**src/rtl/reg_readout_ctrl.sv**
```systemverilog
// Register-range readout: walks rd_sel from a latched first index to a latched
// last index (wrapping past NUM_REGS-1) and streams each word on a valid/ready port.
module reg_readout_ctrl #(
  parameter int DATA_WIDTH = 32,
  parameter int NUM_REGS   = 16,
  parameter int SEL_WIDTH  = 4
) (
  input  logic                  clk,
  input  logic                  clr,
  input  logic                  start,
  input  logic [SEL_WIDTH-1:0]  first_reg,
  input  logic [SEL_WIDTH-1:0]  last_reg,
  output logic [SEL_WIDTH-1:0]  rd_sel,
  output logic                  rd_en,
  input  logic [DATA_WIDTH-1:0] rd_data,
  output logic [DATA_WIDTH-1:0] out_data,
  output logic [SEL_WIDTH-1:0]  out_idx,
  output logic                  out_valid,
  input  logic                  out_ready,
  output logic                  busy,
  output logic                  done,
  output logic [1:0]            state_dbg
);

  // Stream handshake: a word transfers on a rising edge where out_valid and
  // out_ready are both high; out_data/out_idx hold steady until then.

  typedef enum logic [1:0] {
    S_IDLE = 2'd0,
    S_READ = 2'd1,
    S_HOLD = 2'd2,
    S_DONE = 2'd3
  } state_t;

  localparam logic [SEL_WIDTH-1:0] MAX_IDX = SEL_WIDTH'(NUM_REGS - 1);

  state_t               state;
  logic [SEL_WIDTH-1:0] ptr;
  logic [SEL_WIDTH-1:0] last_q;
  logic [SEL_WIDTH-1:0] first_c;
  logic [SEL_WIDTH-1:0] last_c;
  logic [SEL_WIDTH-1:0] next_ptr;

  assign state_dbg = state;

  always_comb begin
    first_c  = first_reg;
    last_c   = last_reg;
    next_ptr = ptr + 1'b1;
    if (first_reg > MAX_IDX) first_c = MAX_IDX;
    if (last_reg > MAX_IDX)  last_c  = MAX_IDX;
    if (ptr == MAX_IDX)      next_ptr = '0;
  end

  // rd_sel/rd_en are registered so they are already valid during the READ cycle.
  always_ff @(posedge clk or negedge clr) begin
    if (!clr) begin
      state     <= S_IDLE;
      ptr       <= '0;
      last_q    <= '0;
      rd_sel    <= '0;
      rd_en     <= 1'b0;
      out_data  <= '0;
      out_idx   <= '0;
      out_valid <= 1'b0;
      busy      <= 1'b0;
      done      <= 1'b0;
    end else begin
      case (state)
        S_IDLE: begin
          if (start) begin
            ptr    <= first_c;
            last_q <= last_c;
            rd_sel <= first_c;
            rd_en  <= 1'b1;
            busy   <= 1'b1;
            state  <= S_READ;
          end
        end
        S_READ: begin
          out_data  <= rd_data;
          out_idx   <= ptr;
          out_valid <= 1'b1;
          rd_en     <= 1'b0;
          rd_sel    <= '0;
          state     <= S_HOLD;
        end
        S_HOLD: begin
          if (out_ready) begin
            out_valid <= 1'b0;
            if (ptr == last_q) begin
              done  <= 1'b1;
              state <= S_DONE;
            end else begin
              ptr    <= next_ptr;
              rd_sel <= next_ptr;
              rd_en  <= 1'b1;
              state  <= S_READ;
            end
          end
        end
        S_DONE: begin
          done  <= 1'b0;
          busy  <= 1'b0;
          state <= S_IDLE;
        end
        default: state <= S_IDLE;
      endcase
    end
  end

endmodule

```
**config.mk**
```make
export PLATFORM = sky130hd
export DESIGN_NAME = reg_readout_ctrl
export DESIGN_NICKNAME = d
export VERILOG_FILES = /design/src/rtl/reg_readout_ctrl.sv
export SDC_FILE = /design/constraint.sdc
export NUM_CORES = 1
export LEC_CHECK = 0
export ABC_AREA = 1
export CORE_MARGIN = 1
export CORE_UTILIZATION = 45
export CTS_CLUSTER_SIZE = 16
export DETAILED_ROUTE_END_ITERATION = 16
export HOLD_SLACK_MARGIN = 0.08
export PLACE_DENSITY_LB_ADDON = 0.1
export SKIP_LAST_GASP = 1
export SLEW_MARGIN = 20
export SYNTH_ARGS = -nofsm -noshare
export SYNTH_HDL_FRONTEND = slang
export SYNTH_SLANG_ARGS = --single-unit
```
**constraint.sdc**
```tcl
create_clock -name clk -period 2.4 [get_ports clk]
set_input_delay 0.48 -clock clk [delete_from_list [all_inputs] [get_ports clk]]
set_output_delay 0.48 -clock clk [all_outputs]
set_load 0.02 [all_outputs]
```
Word level (Yosys, flattened, before mapping)
Cells that the tools add are included.
{"block": "op_classes", "n_eq_ne": 9, "n_mux": 22, "magnitude_cmp": 2, "n_reduce_logical": 13, "addsub": 1}
{"operator": "4-bit 2-to-1 mux", "n": 6}
{"operator": "4-bit one-hot mux with 3 select lines", "n": 1}
{"operator": "4-bit > comparator, second input constant", "n": 2}
{"operator": "2-bit inequality test, second input constant", "n": 4}
{"operator": "2-bit one-hot mux with 4 select lines", "n": 1}
{"operator": "4-bit one-hot mux with 2 select lines", "n": 1}
{"operator": "2-bit AND reduction", "n": 4}
{"operator": "4-bit AND reduction", "n": 2}
{"operator": "2-bit nonzero test", "n": 4}
{"operator": "1-bit 2-to-1 mux", "n": 6}
{"operator": "2-bit 2-to-1 mux", "n": 3}
{"operator": "1-bit one-hot mux with 2 select lines", "n": 3}
{"operator": "4-bit by 1-bit adder with 4-bit output, second input constant", "n": 1}
{"operator": "2-bit == test, second input constant", "n": 2}
{"operator": "4-bit == test", "n": 1}
{"operator": "4-bit == test, second input constant", "n": 1}
{"operator": "1-bit one-hot mux with 3 select lines", "n": 1}
{"operator": "3-bit AND reduction", "n": 1}
{"operator": "3-bit nonzero test", "n": 1}
{"operator": "2-bit by 1-bit == test with 1-bit output, second input constant", "n": 1}
{"operator": "2-bit logical NOT", "n": 1}
{"block": "totals", "output_inout_bits": 46, "reg_bits": 54, "inputBits": 44, "wordCells": 57}

Longest topological paths before layout
Gate-level depths: netlist (run 1).
{"block": "depth", "ltp_word": 5, "ltp_mapped": 10, "mapped_depth_nobuf": 9}

Least setup slack after synthesis (run 1)
Ideal clock, no wire load.
{"block": "synth_path", "kind": "flip-flop to flip-flop", "from": "reg state[0] (netlist: state_dbg[0])", "to": "reg rd_sel[0]", "stages_incl_launch_ff": 10, "required_ps": 2277, "period_less_slack_ps": 1596, "setup_slack_ps": 804, "t_arrival_ps": 1473, "n_path_buf": 1, "setup_ps": 123, "cell_sequence": "dfrtp_1 inv_1 ha_1 buf_6 nand2_1 o21ai_2 inv_2 nand3_4 nand2_2 o21ai_2"}
{"block": "synth_between", "elab_chain_len": 3, "elab_cells_between_ends": 9, "cone_classes": "5 x eq/ne; 1 x mux; 3 x reduce/logical"}
{"element": "start: declaration", "line": "37", "source": "state_t state;"}
{"element": "start signal: assignment", "line": "58", "source": "state <= S_IDLE;"}
{"element": "start signal: assignment", "line": "77", "source": "state <= S_READ;"}
{"element": "start signal: assignment", "line": "86", "source": "state <= S_HOLD;"}
{"element": "2-bit == test (tied with other cells)", "line": "69", "source": "case (state)"}
{"element": "2-bit inequality test (no source line) / 3-bit nonzero test (equally long branches)"}
{"element": "4-bit AND reduction (no source line)"}
{"element": "end signal: assignment", "line": "74", "source": "rd_sel <= first_c;"}
{"element": "end signal: assignment", "line": "96", "source": "rd_sel <= next_ptr;"}
{"element": "end: declaration", "line": "13", "source": "output logic [SEL_WIDTH-1:0] rd_sel,"}
Several ways; a longest one is shown, not always the timed one.
A chain may end at the register's enable or synchronous reset.

Worst setup path after layout (run 1)
{"block": "layout_path", "from": "reg state[0] (netlist: state_dbg[0])", "to": "out state_dbg[0]"}
{"element": "end: declaration", "line": "22", "source": "output logic [1:0] state_dbg"}
No word-level cell between the ends.

==> metrics list, run 1 <==
- Result of the run: finished, final reports clean
* Area share of the leading cell type in the synthesized netlist: 55.9%
- Cell area after synthesis: 2420 um2
- Data on the critical path is required at its endpoint by 1.92 ns.
- The worst path uses 78.9% of the clock period.
* Buffers and inverters on the worst path: 1
* Average cell area after synthesis: 10.9 um2
* # hold bufs at CTS: 0
* Library cells used by synthesis: 22
- Once detail routing completed, the nets flagged for antenna violations numbered 0.
- The min-delay analysis places its worst path in the category input pin to async pin.
- Synthesis-stage register bit count: 54
- After synthesis, the cell types taking the most area are sky130_fd_sc_hd__dfrtp_1, sky130_fd_sc_hd__mux2_2, sky130_fd_sc_hd__nand2_1, sky130_fd_sc_hd__ha_1, sky130_fd_sc_hd__o21ai_2.
- Net count reported at finish: 363
- The first detailed-routing pass ran for 4 iterations.
- Clk_lat worst skew: 0.30 ns
- Derived from the worst setup path, the maximum achievable clock frequency is 528 MHz.
- Worst-path cell with the longest stage delay: sky130_fd_sc_hd__clkdlybuf4s50_1
- 0 antenna diodes ended up in the layout.
- The final hold violation count came to 0.
* Length in cells of the worst reg-to-reg path: 4
* Cell type with the largest total area after synthesis: sky130_fd_sc_hd__dfrtp_1
- Sequential cell area fraction in the yosys report: 55.9%
- The first global-routing pass estimated 8.12 mm of wire.
* Slew Limit Fails: 0
- Total congestion overflow after global routing: 0
* Peak supply drop: 848 uV
* Setup Skew: 0.0105 ns
- Total power per unit cell area: 1490 nW/um2
- Among cell families on the critical path, the largest total delay comes from buffers and inverters.
* Pleak: 1.55 nW
* Root Driver: sky130_fd_sc_hd__clkbuf_8
* Die Y: 75.3 um
- Kind of start point of the critical path: flop
- Count of pins on the block boundary: 90
- Initial standard-cell utilization of the core: 47.1%
* Clock sinks: 54
- Layout filler cell count: 426
- Via count of the first global-routing pass: 1723
- Once the clock tree was built, the setup fixing pass inserted 0 buffers.
- Post-route setup TNS: 0 ns
- From synthesis to final layout, the design area changed by 44.0%.
* Gate Count Post-Synth: 221
* H-tree levels: 2
- The Yosys step of the flow raised 0 warnings.
- The detailed router finished its first iteration with 50 violations.
- At the end of routability-driven placement, the weighted congestion stood at 0.839.
- Die span in x: 75.3 um
* CP Max Fanout: 5
- Input and output buffers added on the ports amount to 89.
* Endpoint arrival time on the critical path: 1.41 ns
- Cell chain of the critical path: clkdlybuf4s50_1
* Maximum number of pins on one net before global-route repair: 30
- Number of buffers between clock root and the deepest sink: 2
- Setup repair after global routing left no endpoint under its margin.
- Via-to-Cell Ratio: 4.76
- Counting every net in the synthesized netlist gives 270.
- Crit. End Element: output pin
- The floorplan step defined a die boundary enclosing 5670 um2.
- Global routing consumed, over all layers together, 19.6% of the routing resources.
- Counting the buffers created by CTS gives 5.
- CTS tree: yes
- Max-cap violations in this run came to 0.
- After legalization and detailed placement, the total HPWL measured 3.74 mm.
- Summed over all layers, the routed wires come to 4.97 mm.
* Clock edge transition at the registers on the reported setup and hold paths: 0.09 ns
- Stages on worst setup path: 1
- Setup violators final: 0
- Largest stage delay on the critical path: 0.65 ns
- Hold is met by 0.199 ns.
- Area of the core: 5140 um2
* Final critical-path required period: 1.89 ns
- Via count: 1829
- The floorplan has 26 rows.
- The setup path with the least slack is of type flop to output pin.
* Number of antenna violations at the first check in global routing: 0
- For the pin with the worst max-slew slack, the measured transition is 0.665 ns.
* Number of gates resized after CTS: 0
- Fraction of final layout cells with drive strength greater than 1: 22.6%
- Worst relative slew slack: 55.7%
- In the routed design, unresolved DRC markers number 0.
- In the final routed layout, each cell accounts on average for 12.9 um.
cell usage in the layout, fill, tap and decap left out:
cell type                         Yosys  final
sky130_fd_sc_hd__clkdlybuf4s50_1      0     88
sky130_fd_sc_hd__dfrtp_1             54     54
sky130_fd_sc_hd__nand2_1             51     51
sky130_fd_sc_hd__mux2_2              32     32
sky130_fd_sc_hd__inv_1               11     11
sky130_fd_sc_hd__o21ai_0             10     10
sky130_fd_sc_hd__inv_2                9      9
sky130_fd_sc_hd__nand2_2              8      8
sky130_fd_sc_hd__nor2_1               7      7
sky130_fd_sc_hd__o21ai_2              6      6
sky130_fd_sc_hd__clkbuf_8             0      5
sky130_fd_sc_hd__a21oi_1              4      4
sky130_fd_sc_hd__o21ai_1              4      4
sky130_fd_sc_hd__ha_1                 5      4
sky130_fd_sc_hd__nand3_1              3      3
sky130_fd_sc_hd__nand4_1              2      2
sky130_fd_sc_hd__nor2_4               2      2
sky130_fd_sc_hd__nand3_4              2      2
sky130_fd_sc_hd__o21bai_1             2      2
sky130_fd_sc_hd__clkbuf_1             0      2
sky130_fd_sc_hd__buf_12               0      2
sky130_fd_sc_hd__a22oi_1              1      1
sky130_fd_sc_hd__a21oi_2              1      1
sky130_fd_sc_hd__or2_2                1      1
sky130_fd_sc_hd__ha_2                 0      1
sky130_fd_sc_hd__buf_2                5      1
sky130_fd_sc_hd__buf_4                0      1
where the power goes:
group	switching (mW)	internal, mW	total (mW)
registers	0.279	1.39	1.67
logic	1.58	1.49	3.07
clock network	0.270	0.202	0.471
total	2.13	3.08	5.21
area by class of cell:
| type | instances | area, um2 | area share (%) |
|---|---|---|---|
| inverters | 20 | 75.1 | 2.16 |
| repair buffers | 92 | 933 | 26.8 |
| clock buffers | 7 | 76.3 | 2.19 |
| well taps | 70 | 87.6 | 2.52 |
| flip-flops and latches | 54 | 1350 | 38.8 |
| multi-input cells | 141 | 958 | 27.5 |
synthesized netlist by cell type:
master,instances
sky130_fd_sc_hd__o21ai_1,4
sky130_fd_sc_hd__nand2_2,8
sky130_fd_sc_hd__dfrtp_1,54
sky130_fd_sc_hd__a21oi_2,1
sky130_fd_sc_hd__nor2_1,7
sky130_fd_sc_hd__o21bai_1,2
sky130_fd_sc_hd__inv_1,11
sky130_fd_sc_hd__o21ai_0,10
sky130_fd_sc_hd__nand4_1,2
sky130_fd_sc_hd__ha_1,5
sky130_fd_sc_hd__nand2_1,51
sky130_fd_sc_hd__buf_6,1
sky130_fd_sc_hd__nand3_4,2
sky130_fd_sc_hd__nor2_4,2
sky130_fd_sc_hd__nand3_1,3
sky130_fd_sc_hd__a22oi_1,1
sky130_fd_sc_hd__or2_2,1
sky130_fd_sc_hd__a21oi_1,4
sky130_fd_sc_hd__mux2_2,32
sky130_fd_sc_hd__o21ai_2,6
sky130_fd_sc_hd__inv_2,9
sky130_fd_sc_hd__buf_2,5
worst reg2reg max path, stage by stage, from the launching register on:
cell and delay [ns]:
sky130_fd_sc_hd__dfrtp_1 0.44, sky130_fd_sc_hd__inv_1 0.14, sky130_fd_sc_hd__ha_2 0.47, sky130_fd_sc_hd__buf_12 0.22
sky130_fd_sc_hd__mux2_2 0.35
registers in the layout, indices dropped and copies added, names as in the netlist:
name / flops
out_data: 32
done: 1
busy: 1
state_dbg: 2
out_idx: 4
last_q: 4
rd_en: 1
rd_sel: 4
out_valid: 1
ptr: 4
per-layer routing:
layer | GRT usage [%] | wire (um) | up-vias
met5 | 0 | 0 | -
met4 | 6.79 | 68 | 0
met3 | 5.03 | 359 | 6
met2 | 32.3 | 2290 | 67
met1 | 25.3 | 2250 | 851
li1 | - | - | 905
stage by stage:
step           cells  power (mW)  cell area (um2)  utilization (%)  worst slack (ns)
2_1_floorplan    221        3.59             2420                -             0.804
3_3_place_gp     377        4.72             3410             66.3             0.698
3_5_place_dp     377        4.77             3410             66.3             0.682
4_1_cts          384        5.26             3480             67.7             0.486
5_1_grt          384        5.62             3480             67.7             0.438
6_report         384        5.21             3480             67.7             0.506
logic make-up after synthesis:
logic type	count (synthesis)	share of synthesized area [%]
compound gates	28	7.19
mux	32	14.9
flops	54	55.9
simple gates	76	14.8
fa+ha+maj	5	2.59
buf+inv	26	4.60
worst paths after layout:
check | end | from | slack [ns]
worst max-delay path | state_dbg[0] | state_dbg[0] | 0.51
worst min-delay path | out_data[29] | clr | 0.20
worst max register to register | out_data[23] | state_dbg[1] | 0.67
worst min register to register | done | done | 0.49
max in group asynchronous | state_dbg[1] | clr | 1.63
min in group clk | done | done | 0.49
Power figures use the tool's default switching activity.
==> run 2: changes to the inputs <==
- CORE_UTILIZATION: 45 -> 44
- clock period: 2.4 -> 1.87 ns (I/O delays scaled with it)
==> run 2 against run 1 <==
  * First-iteration DRC count is 30% higher
  * Via count is 1.6% higher
  * Non-clock buffer count is 2 higher
  * Sequential cell count stayed put
  * Wire length is 0.93% lower
  * Total power is 29% higher
==> metrics list, run 2 (same netlist as run 1, synthesis figures left out) <==
- Inserted Diodes: 0
- Setup Skew: 0.00543 ns
- The count of cells in the finished layout, fillers not included, comes to 387.
* CP Max Fanout: 5
- In the routed layout, each cell is associated on average with a via count of 4.80.
- Number of remaining DRC errors: 0
- Cell internal power was estimated by the tool at 3.97 mW.
- After detailed routing, the average wire length per cell comes to 12.7 um.
* Total congestion overflow after global routing: 0
- Setup repair after global routing left no endpoint under its margin.
- At the pin with the least slew margin, the transition time is 0.523 ns.
- Number of flip-flops in the largest register: 32
- The library cell used most frequently in the layout, excluding fill and tap cells, is sky130_fd_sc_hd__clkdlybuf4s50_1.
- Fraction of power consumed by the clock network: 9.9%
- In this run, flip-flops and latches consume 31.7% of the power.
* Design Power: 6.74 mW
- The floorplan step set the die width to 76.1 um.
* Clk_lat worst skew: 0.30 ns
- Net count reported at finish: 365
- Max Cap Violations: 0
- Port buffering added 89 buffers.
* Via count of the first global-routing pass: 1774
* Worst-path cell with the longest stage delay: sky130_fd_sc_hd__clkdlybuf4s50_1
- out_data holds more flip-flops than any other register.
* Cell count after placement: 378
- Critical Setup Path Class: flop to output pin
- Remaining antenna violation count after routing: 0
* Post-route setup TNS: 0 ns
* Worst relative slew slack: 65.1%
- Worst path setup slack after routing: 0.113 ns
* Row cnt: 26
* Cell chain of the critical path: clkdlybuf4s50_1
- Area of the core: 5200 um2
- Clock edge transition at the registers on the reported setup and hold paths: 0.09 ns
- For this run, the slowest stage of the critical path takes 0.64 ns.
* Die Y: 76.1 um
* Root Driver: sky130_fd_sc_hd__clkbuf_8
- Hold is met by 0.488 ns.
- Data arrives at the worst endpoint at 1.38 ns.
- DR pass1 iterations: 4
* CTS tree: yes
- The top cell types in the final layout, fill and taps aside, are sky130_fd_sc_hd__clkdlybuf4s50_1, sky130_fd_sc_hd__dfrtp_1, sky130_fd_sc_hd__nand2_1, sky130_fd_sc_hd__mux2_2, sky130_fd_sc_hd__inv_1.
- The final hold violation count was 0.
* Kind of start point of the critical path: flop
- Setup violators final: 0
* GRT Resource Usage Total: 18.4%
* Maximum number of pins on one net before global-route repair: 33
* Global-route wire length before repair: 8.46 mm
- Die Outline Area: 5800 um2
* Clock sinks: 54
- Initial standard-cell utilization of the core: 46.5%
- The share of total power dissipated in combinational logic is 58.4%.
* Buffers and inverters on the worst path: 1
* Peak supply drop: 923 uV
- Worst slack after detailed placement: 0.247 ns
- Crit. End Element: output pin
* Via count: 1858
- H-tree levels: 2
- In this run the static leakage power is 1.56 nW.
- The clock passes through at most 2 buffers.
- Net switching is 41.1% of the power.
* Max Clk Rate: 569 MHz
- Crit share post-route: 94.0%
- In this run, the number of DRC markers left after iteration 0 of detailed routing was 65.
- Number of antenna violations at the first check in global routing: 0
* Result of the run: finished, final reports clean
- Required @ worst endpoint: 1.50 ns
- Fraction of final layout cells with drive strength greater than 1: 23.7%
* Final RePlAce weighted congestion: 0.863
- Final critical-path required period: 1.76 ns
- The final max-slew violation count was 0.
- Total power per unit cell area: 1920 nW/um2
- The analysis attributes to net switching a power of 2.77 mW.
- Number of clock buffers inserted by TritonCTS: 5
* Kind of cell with the highest combined delay on the critical path: buffers and inverters
- For this design the top-level I/O count stands at 90.
- Detail Placement HPWL: 3.78 mm
* Min-Delay Path Class: flop to flop
- Layout Area Growth over Synthesis: 45.0%
- Final wirelength: 4.92 mm
run 2: cell count changes in the layout (fill, tap and decap cells not counted):
| cell | before | now |
|---|---|---|
| sky130_fd_sc_hd__buf_12 | 2 | 1 |
| sky130_fd_sc_hd__clkbuf_1 | 2 | 0 |
| sky130_fd_sc_hd__buf_4 | 1 | 3 |
| sky130_fd_sc_hd__clkbuf_8 | 5 | 6 |
| sky130_fd_sc_hd__dlygate4sd3_1 | 0 | 1 |
| sky130_fd_sc_hd__clkinvlp_4 | 0 | 1 |
| sky130_fd_sc_hd__clkinv_2 | 0 | 1 |
run 2: timing repair:
action | 4_1_cts | 5_1_grt
resized for setup | 0 | 0
hold buffers | 1 | 0
buffers inserted | 0 | 0
hold endpoints to repair | 22 | 0
run 2: cell type report:
cell class	instances	area (um2)
clock buffers	6	82.6
well taps	70	87.6
clock inverters	2	12.5
fillers	437	1700
multi-input cells	141	958
inverters	20	75.1
repair buffers	94	938
flip-flops and latches	54	1350
run 2: power groups by stage:
stage | sequential (mW) | clock (mW) | combinational (mW)
floorplan | 2.76 | 0 | 1.84
global placement | 2.14 | 0 | 3.91
detailed placement | 2.16 | 0 | 3.96
CTS | 2.14 | 0.697 | 3.97
global route | 2.23 | 0.747 | 4.26
finish | 2.14 | 0.668 | 3.93
run 2: through the flow:
step	utilization [%]	instance area, um2
after global routing	67.4	3510
final	67.4	3510
after CTS	67.4	3510
after floorplan	-	2420
after detailed placement	65.3	3400
after global placement	65.3	3400
run 2: worst paths after layout:
kind	cells after the start	endpoint	slack, ns	startpoint
setup / recovery	1	state_dbg[0]	0.11	state_dbg[0]
hold reg to reg	2	done	0.49	done
max in group asynchronous	3	ptr[1]	0.75	clr
hold / removal	2	done	0.49	done
min in group asynchronous	2	out_data[7]	0.57	clr
setup reg to reg	8	rd_sel[0]	0.25	state_dbg[0]
run 2: routing by layer:
layer	part of all wire [%]	GRT usage (%)	wire length, um	vias up
li1	-	-	-	916
met3	6.5	5.39	318	5
met5	0	0	0	-
met2	46	28.7	2270	68
met1	47	24.8	2290	869
met4	0.77	5.58	38	0
run 2: tightest hold or removal path: cells and delay by family, from the launching register on:
kind,cells,cell delay (ns)
DFF,1,0.36
and+or+nand+nor,2,0.09
